==> config.mk <==
export PLATFORM = sky130hd
export DESIGN_NAME = mmm_seq_control
export DESIGN_NICKNAME = d
export VERILOG_FILES = /design/src/rtl/mmm_pkg.sv /design/src/rtl/mmm_iter_counter.sv /design/src/rtl/mmm_seq_control.sv
export SDC_FILE = /design/constraint.sdc
export NUM_CORES = 1
export LEC_CHECK = 0
export BUFFER_PORTS_ARGS = -buffer_cell sky130_fd_sc_hd__buf_2
export CAP_MARGIN = 20
export CORE_MARGIN = 3
export CORE_UTILIZATION = 49
export CTS_CLUSTER_DIAMETER = 60
export CTS_CLUSTER_SIZE = 8
export DETAILED_ROUTE_END_ITERATION = 8
export HOLD_SLACK_MARGIN = 0.05
export PLACE_DENSITY_LB_ADDON = 0.25
export SLEW_MARGIN = 20
export SYNTH_ARGS = -nofsm -noshare
export SYNTH_HDL_FRONTEND = slang
export SYNTH_SLANG_ARGS = --single-unit
==> constraint.sdc <==
create_clock -name clk -period 1.6 [get_ports clk]
set_clock_uncertainty 0.15 [all_clocks]
set_input_delay 0.32 -clock clk [delete_from_list [all_inputs] [get_ports clk]]
set_output_delay 0.32 -clock clk [all_outputs]
set_load 0.05 [all_outputs]
==> src/rtl/mmm_pkg.sv <==
// Shared encodings and sizing helpers for the Montgomery multiplier sequencer.
package mmm_pkg;

  localparam logic [2:0] MMM_ST_IDLE = 3'd0;
  localparam logic [2:0] MMM_ST_LOAD = 3'd1;
  localparam logic [2:0] MMM_ST_ITER = 3'd2;
  localparam logic [2:0] MMM_ST_SUB  = 3'd3;
  localparam logic [2:0] MMM_ST_DONE = 3'd4;

  // Digit-index width; never below one bit so a single-digit build still has a port.
  function automatic int unsigned mmm_cw(input int unsigned n, input int unsigned w);
    int unsigned d;
    d = n / w;
    if (d <= 32'd1) begin
      return 32'd1;
    end else begin
      return $clog2(d);
    end
  endfunction

  localparam int unsigned MMM_CW = mmm_cw(32'd32, 32'd1);

  // Iteration count with out-of-range lengths treated as full width.
  function automatic int unsigned mmm_iters(input int unsigned len, input int unsigned n,
                                            input int unsigned w);
    int unsigned eff;
    if ((len == 32'd0) || (len > n)) begin
      eff = n;
    end else begin
      eff = len;
    end
    return (eff + w - 32'd1) / w;
  endfunction

endpackage

==> src/rtl/mmm_iter_counter.sv <==
// Digit iteration counter with synchronous clear, enable and terminal compare.
module mmm_iter_counter #(
  parameter int CW = 5
) (
  input  logic          clk,
  input  logic          rn,
  input  logic          clr,
  input  logic          en,
  input  logic [CW-1:0] last_idx,
  output logic [CW-1:0] cnt,
  output logic          tc
);

  logic [CW-1:0] r_cnt;

  // Count register; clear wins over enable.
  always_ff @(posedge clk) begin
    if (rn) begin
      r_cnt <= '0;
    end else if (clr) begin
      r_cnt <= '0;
    end else if (en) begin
      r_cnt <= r_cnt + CW'(1);
    end else begin
      r_cnt <= r_cnt;
    end
  end

  assign cnt = r_cnt;
  assign tc  = (r_cnt == last_idx);

endmodule

==> src/rtl/mmm_seq_control.sv <==
// Sequencer for the radix-2^W sequential Montgomery multiplier datapath.
// Optional final subtraction cycle enabled by defining MMM_CTRL_FINAL_SUB_EN.
module mmm_seq_control
  import mmm_pkg::*;
#(
  parameter  int N  = 32,
  parameter  int W  = 1,
  localparam int LW = $clog2(N + 1),
  localparam int CW = mmm_cw(N, W)
) (
  input  logic          clk,
  input  logic          rn,
  input  logic          start,
  input  logic          abort,
  input  logic [LW-1:0] len,
  output logic          clr,
  output logic          active,
  output logic [CW-1:0] iter,
  output logic          last,
  output logic          sub_en,
  output logic          ready,
  output logic          busy
);

  typedef enum logic [2:0] {
    ST_IDLE = MMM_ST_IDLE,
    ST_LOAD = MMM_ST_LOAD,
    ST_ITER = MMM_ST_ITER,
    ST_SUB  = MMM_ST_SUB,
    ST_DONE = MMM_ST_DONE
  } state_t;

  state_t        r_state;
  state_t        w_next;
  logic [CW-1:0] r_last_idx;
  logic [CW-1:0] w_last_idx;
  logic [CW-1:0] w_cnt;
  logic          w_tc;
  logic          w_start_acc;
  logic          w_cnt_clr;
  logic          w_cnt_en;

  assign w_start_acc = start & ~abort;

  // Terminal index I-1 derived from the requested length.
  always_comb begin
    w_last_idx = CW'(mmm_iters(32'(len), 32'(N), 32'(W)) - 32'd1);
  end

  // Next-state decode: abort beats start, start restarts from any state.
  always_comb begin
    w_next = r_state;
    if (abort) begin
      w_next = ST_IDLE;
    end else if (start) begin
      w_next = ST_LOAD;
    end else begin
      case (r_state)
        ST_IDLE: w_next = ST_IDLE;
        ST_LOAD: w_next = ST_ITER;
        ST_ITER: begin
          if (w_tc) begin
`ifdef MMM_CTRL_FINAL_SUB_EN
            w_next = ST_SUB;
`else
            w_next = ST_DONE;
`endif
          end else begin
            w_next = ST_ITER;
          end
        end
        ST_SUB:  w_next = ST_DONE;
        ST_DONE: w_next = ST_IDLE;
        default: w_next = ST_IDLE;
      endcase
    end
  end

  // State register.
  always_ff @(posedge clk) begin
    if (rn) begin
      r_state <= ST_IDLE;
    end else begin
      r_state <= w_next;
    end
  end

  // Terminal index is captured only when a start is accepted.
  always_ff @(posedge clk) begin
    if (rn) begin
      r_last_idx <= '0;
    end else if (w_start_acc) begin
      r_last_idx <= w_last_idx;
    end else begin
      r_last_idx <= r_last_idx;
    end
  end

  // Counter is zero whenever the FSM is not iterating, so iter needs no extra hold logic.
  assign w_cnt_clr = (w_next != ST_ITER);
  assign w_cnt_en  = (r_state == ST_ITER);

  mmm_iter_counter #(
    .CW(CW)
  ) u_iter_counter (
    .clk      (clk),
    .rn       (rn),
    .clr      (w_cnt_clr),
    .en       (w_cnt_en),
    .last_idx (r_last_idx),
    .cnt      (w_cnt),
    .tc       (w_tc)
  );

  assign clr    = (r_state == ST_LOAD);
  assign active = (r_state == ST_ITER);
  assign iter   = active ? w_cnt : '0;
  assign last   = active & w_tc;
`ifdef MMM_CTRL_FINAL_SUB_EN
  assign sub_en = (r_state == ST_SUB);
`else
  assign sub_en = 1'b0;
`endif
  assign ready  = (r_state == ST_DONE);
  assign busy   = (r_state != ST_IDLE);

endmodule

* Word level (Yosys, flattened, before mapping) *
Cells that the tools add are included.

storage, ports and cells
  register bits = 13
  input port bits = 10
  output and inout port bits = 11
  word-level logic and storage cells = 27

operators by class
  reductions and logical operators = 4
  eq/ne operators = 6
  magnitude comparators = 1
  bitwise operators = 3
  muxes and demuxes = 6
  add/sub/neg operators = 4

operators by type and width
  operator               number
  $add A5 B1 Y5 const B  2
  $mux W5                2
  $sub A5 B1 Y5 const B  2
  $mux W3                3
  $pmux W3 S3            1
  $eq A3 B2 Y1 const B   2
  $gt A6 B6 Y1 const B   1
  $logic_not A6 Y1       1
  $eq A5 B5 Y1           1
  $eq A3 B1 Y1 const B   1
  $eq A3 B3 Y1 const B   1
  $ne A3 B2 Y1 const B   1
  $reduce_bool A3 Y1     1
  $and A1 B1 Y1          2
  $reduce_or A2 Y1       1
  $logic_or A1 B1 Y1     1
  $not A1 Y1             1

* Depth between registers and ports, before layout *
  word-level depth = 7
  gate-level depth with buffers = 6
  mapped depth without buffers = 6

* Cells and area by module *
Synthesis repeated with hierarchy kept, for this count alone.

unflattened totals
  cell total of the unflattened synthesis = 82
  area, all modules = 745.7 sq um

modules (own cells, without submodules)
  module            cells each  instances  area each (sq um)  seq. area each (sq um)
  mmm_seq_control   56          1          493.0              160.2
  mmm_iter_counter  26          1          252.7              100.1

* Worst setup path after synthesis *
Ideal clock, no wire load.

  path kind = reg-to-output
  start = reg r_state[2]
  end = out ready
  arrival = 1643 ps
  buffers on the path = 0
  data required time = 1130 ps
  cell stages (with the launch flop) = 2
  path slack = -513 ps
  cells stage by stage = dfxtp_1 -> nor3b_1

on the way
  cells in the longest elaborated chain, start to end = 1

ends and longest elaborated chain
  element                 line                    text
  from (decl)             mmm_seq_control.sv:33   state_t r_state;
  from (signal assigned)  mmm_seq_control.sv:84   r_state <= w_next;
  $eq A3 B3 Y1            mmm_seq_control.sv:124  assign ready = (r_state == ST_DONE);
  to (decl)               mmm_seq_control.sv:21   output logic ready,

No other way between the ends.

* Worst setup path after layout *
  start = reg r_state[1]
  end = out last

on the way
  cells in the longest elaborated chain, start to end = 2

ends and longest elaborated chain
  element        line                    text
  $eq A3 B2 Y1   mmm_seq_control.sv:116  assign active = (r_state == ST_ITER);
  $and A1 B1 Y1  mmm_seq_control.sv:118  assign last = active & w_tc;
  to (decl)      mmm_seq_control.sv:19   output logic last,

No other way between the ends.

==> impl_metrics.json <==
{
  "cts_tree": "built",
  "start_util_pct": 55.2,
  "die-width_um": 45.5,
  "vdd_drop_max_mv": 0.631,
  "synth.distinct_cells": 31,
  "post-route-period-util_pct": 118,
  "cts_sinks": 13,
  "ys_ff_latch": 13,
  "worstPathMaxFanout": 4,
  "postSynthAreaPerCell_um2": 9.42,
  "core_mm2": 0.00138,
  "slew_viol_final": 0,
  "outcome": "finished, violations left",
  "crit_start": "r_state[1]",
  "first_global_vias": 780,
  "grt_remaining_overflow": 0,
  "drive_above_1_share_pct": 62.0,
  "portBuffers": 19,
  "area_growth_pct": 72.0,
  "vias_per_cell": 6.45,
  "path_clk_slew_ns": 0.09,
  "worst-r2r-setup-slack_ns": -0.22,
  "combPwrFrac_pct": 26.7,
  "rr_endpoint": "u_iter_counter.cnt[1]",
  "p_seq_share_pct": 45.2,
  "p_per_area_mw_per_mm2": 579,
  "rsz0062_at_grt": "yes",
  "pin_count": 21,
  "clockBufferDepth": 2,
  "synth_area_um2": 763,
  "rr_startpoint": "r_last_idx[0]",
  "h-tree-depth": 1,
  "r2r_cells": 8,
  "cts-root-buf": "clkbuf_4",
  "drtAntennaViolNets": 0,
  "dieArea_mm2": 0.00207,
  "crit_type": "flop to primary output",
  "critPathCapture": "last",
  "die_h_um": 45.5,
  "fp-row-count": 13,
  "hold_path.class": "input pin to flop",
  "most-common-layout-cells": "buf_4 (18), buf_6 (11), buf_2 (9)",
  "fmax_mhz": 530,
  "startpoint_type": "flop",
  "nets": 142,
  "power.leakage_nw": 0.577,
  "whs_ns": 0.192,
  "utilization_pct": 94.9,
  "internal-power_uw": 527,
  "ys_warn_count": 0,
  "p_sw_share_pct": 30.7,
  "critPathArrivalTime_ns": 1.42,
  "syn_inst": 81,
  "grt_max_degree": 10,
  "clockPowerShare_pct": 28.1,
  "synthFlopType": "dfxtp_1",
  "synth-edff-count": 0,
  "setup_viol": 16,
  "vias": 929,
  "wl_mm": 3.52,
  "cts-buffers-inserted": 3,
  "synthArstFlopShare_pct": 0,
  "mostFrequentLayoutCell": "buf_4",
  "final_hold_viol_count": 0,
  "ctsHoldBuffers": 0,
  "switching_power_uw": 233,
  "worst_ep_required_time_ns": 1.13,
  "antenna_found_initial": 0,
  "syn_nets": 93,
  "place_congestion": 0.803,
  "place_hpwl_mm": 1.23,
  "track_usage_pct": 23.7,
  "firstDrtPassIters": 4,
  "drcViolationCount": 0,
  "drt-wirelength-per-cell_um": 24.5,
  "post-route-worst-setup-slack_ns": -0.287,
  "violations": "setup timing",
  "cap_violations": 0,
  "power_uw": 759,
  "worst_skew_pair.late_latency_ns": 0.28,
  "ys_seq_area_share_pct": 34.1,
  "insertedDiodeCount": 0,
  "fin_crit_ns": 1.89,
  "drt_iter0_drc": 56,
  "grt_pass1_wl_mm": 3.53,
  "endpoint_kind": "primary output"
}
-- Yosys cell counts, types with 2 or more instances --
library cell | number | area [µm²]
nor2_1 | 10 | 37.5
nand4_1 | 2 | 12.5
xor2_1 | 5 | 43.8
and2_2 | 6 | 45.0
a211oi_1 | 2 | 15.0
a21oi_1 | 2 | 10.0
nand2_1 | 5 | 18.8
nor3_1 | 3 | 15.0
dfxtp_1 | 13 | 260
nand2b_1 | 3 | 18.8
xnor2_1 | 7 | 61.3
ha_1 | 2 | 25.0
nor2b_1 | 3 | 18.8
-- timing repair --
item                                    in CTS  in global routing
gates cloned                                 0                  0
gates resized for setup                     39                 19
endpoints found under the setup margin      10                 16
setup buffers                                5                  9
pin swaps                                    9                  7
-- power groups by stage --
stage	combinational, mW	clock [mW]	sequential (mW)
4_1_cts	0.148	0.202	0.340
5_1_grt	0.211	0.233	0.344
3_5_place_dp	0.127	0	0.348
2_1_floorplan	0.0737	0	0.347
3_3_place_gp	0.124	0	0.348
6_report	0.203	0.213	0.344
-- metrics by stage --
step | setup WS, ns | TNS, ns | instances | area (µm²)
detailed placement | -0.0128 | -0.0128 | 128 | 995
floorplan | -0.0663 | -0.0663 | 81 | 783
global route | -0.318 | -3.86 | 144 | 1310
global placement | 0.0198 | 0 | 128 | 995
CTS | -0.165 | -1.29 | 137 | 1180
finish | -0.287 | -3.53 | 144 | 1310
-- per-layer routing --
| layer | up-vias | wire, µm | track usage (%) |
|---|---|---|---|
| met5 | - | 0 | 0 |
| met4 | 0 | 275 | 10.5 |
| met3 | 37 | 353 | 5.53 |
| met2 | 93 | 1630 | 42.1 |
| met1 | 428 | 1260 | 26.4 |
| li1 | 371 | - | - |
-- cell families (layout without fill, tap and decap cells) --
group / Yosys count / after routing / synth area share (%)
and+or+nand+nor: 40 / 40 / 33.0
DFF: 13 / 13 / 34.1
xor gates and xnor gates: 12 / 12 / 13.8
AOI/OAI and AO/OA: 7 / 7 / 9.18
buffers and inverters: 4 / 52 / 3.44
adders and majority gates: 2 / 2 / 3.28
muxes: 2 / 2 / 2.79
other: 1 / 1 / 0.491
-- cell type report --
cell class	count	area, µm²
clock buffer	4	26.3
fill	36	70.1
inverter	1	3.75
multi-input combinational	64	543
sequential	13	277
tap	15	18.8
timing repair buffer	47	444
-- worst max-delay path, cell delays in order, from the launching register on --
cell     delay, ns
dfxtp_2       0.38
nor3b_4       0.22
buf_6         0.14
buf_6         0.11
and2_4        0.15
buf_8         0.14
-- flip-flops by register name (all words and copies together) (netlist names) --
signal and count:
r_last_idx 5, u_iter_counter.cnt 5, r_state 3
-- worst min path at each step --
stage,start,to,cells after the start
finish,rn,r_state[0],2
global placement,r_last_idx[0],r_last_idx[0],2
detailed placement,r_last_idx[0],r_last_idx[0],2
global route,rn,r_last_idx[1],2
CTS,rn,r_last_idx[0],2
floorplan,rn,r_last_idx[0],1
Note: power is estimated with default switching activity, not from simulation.
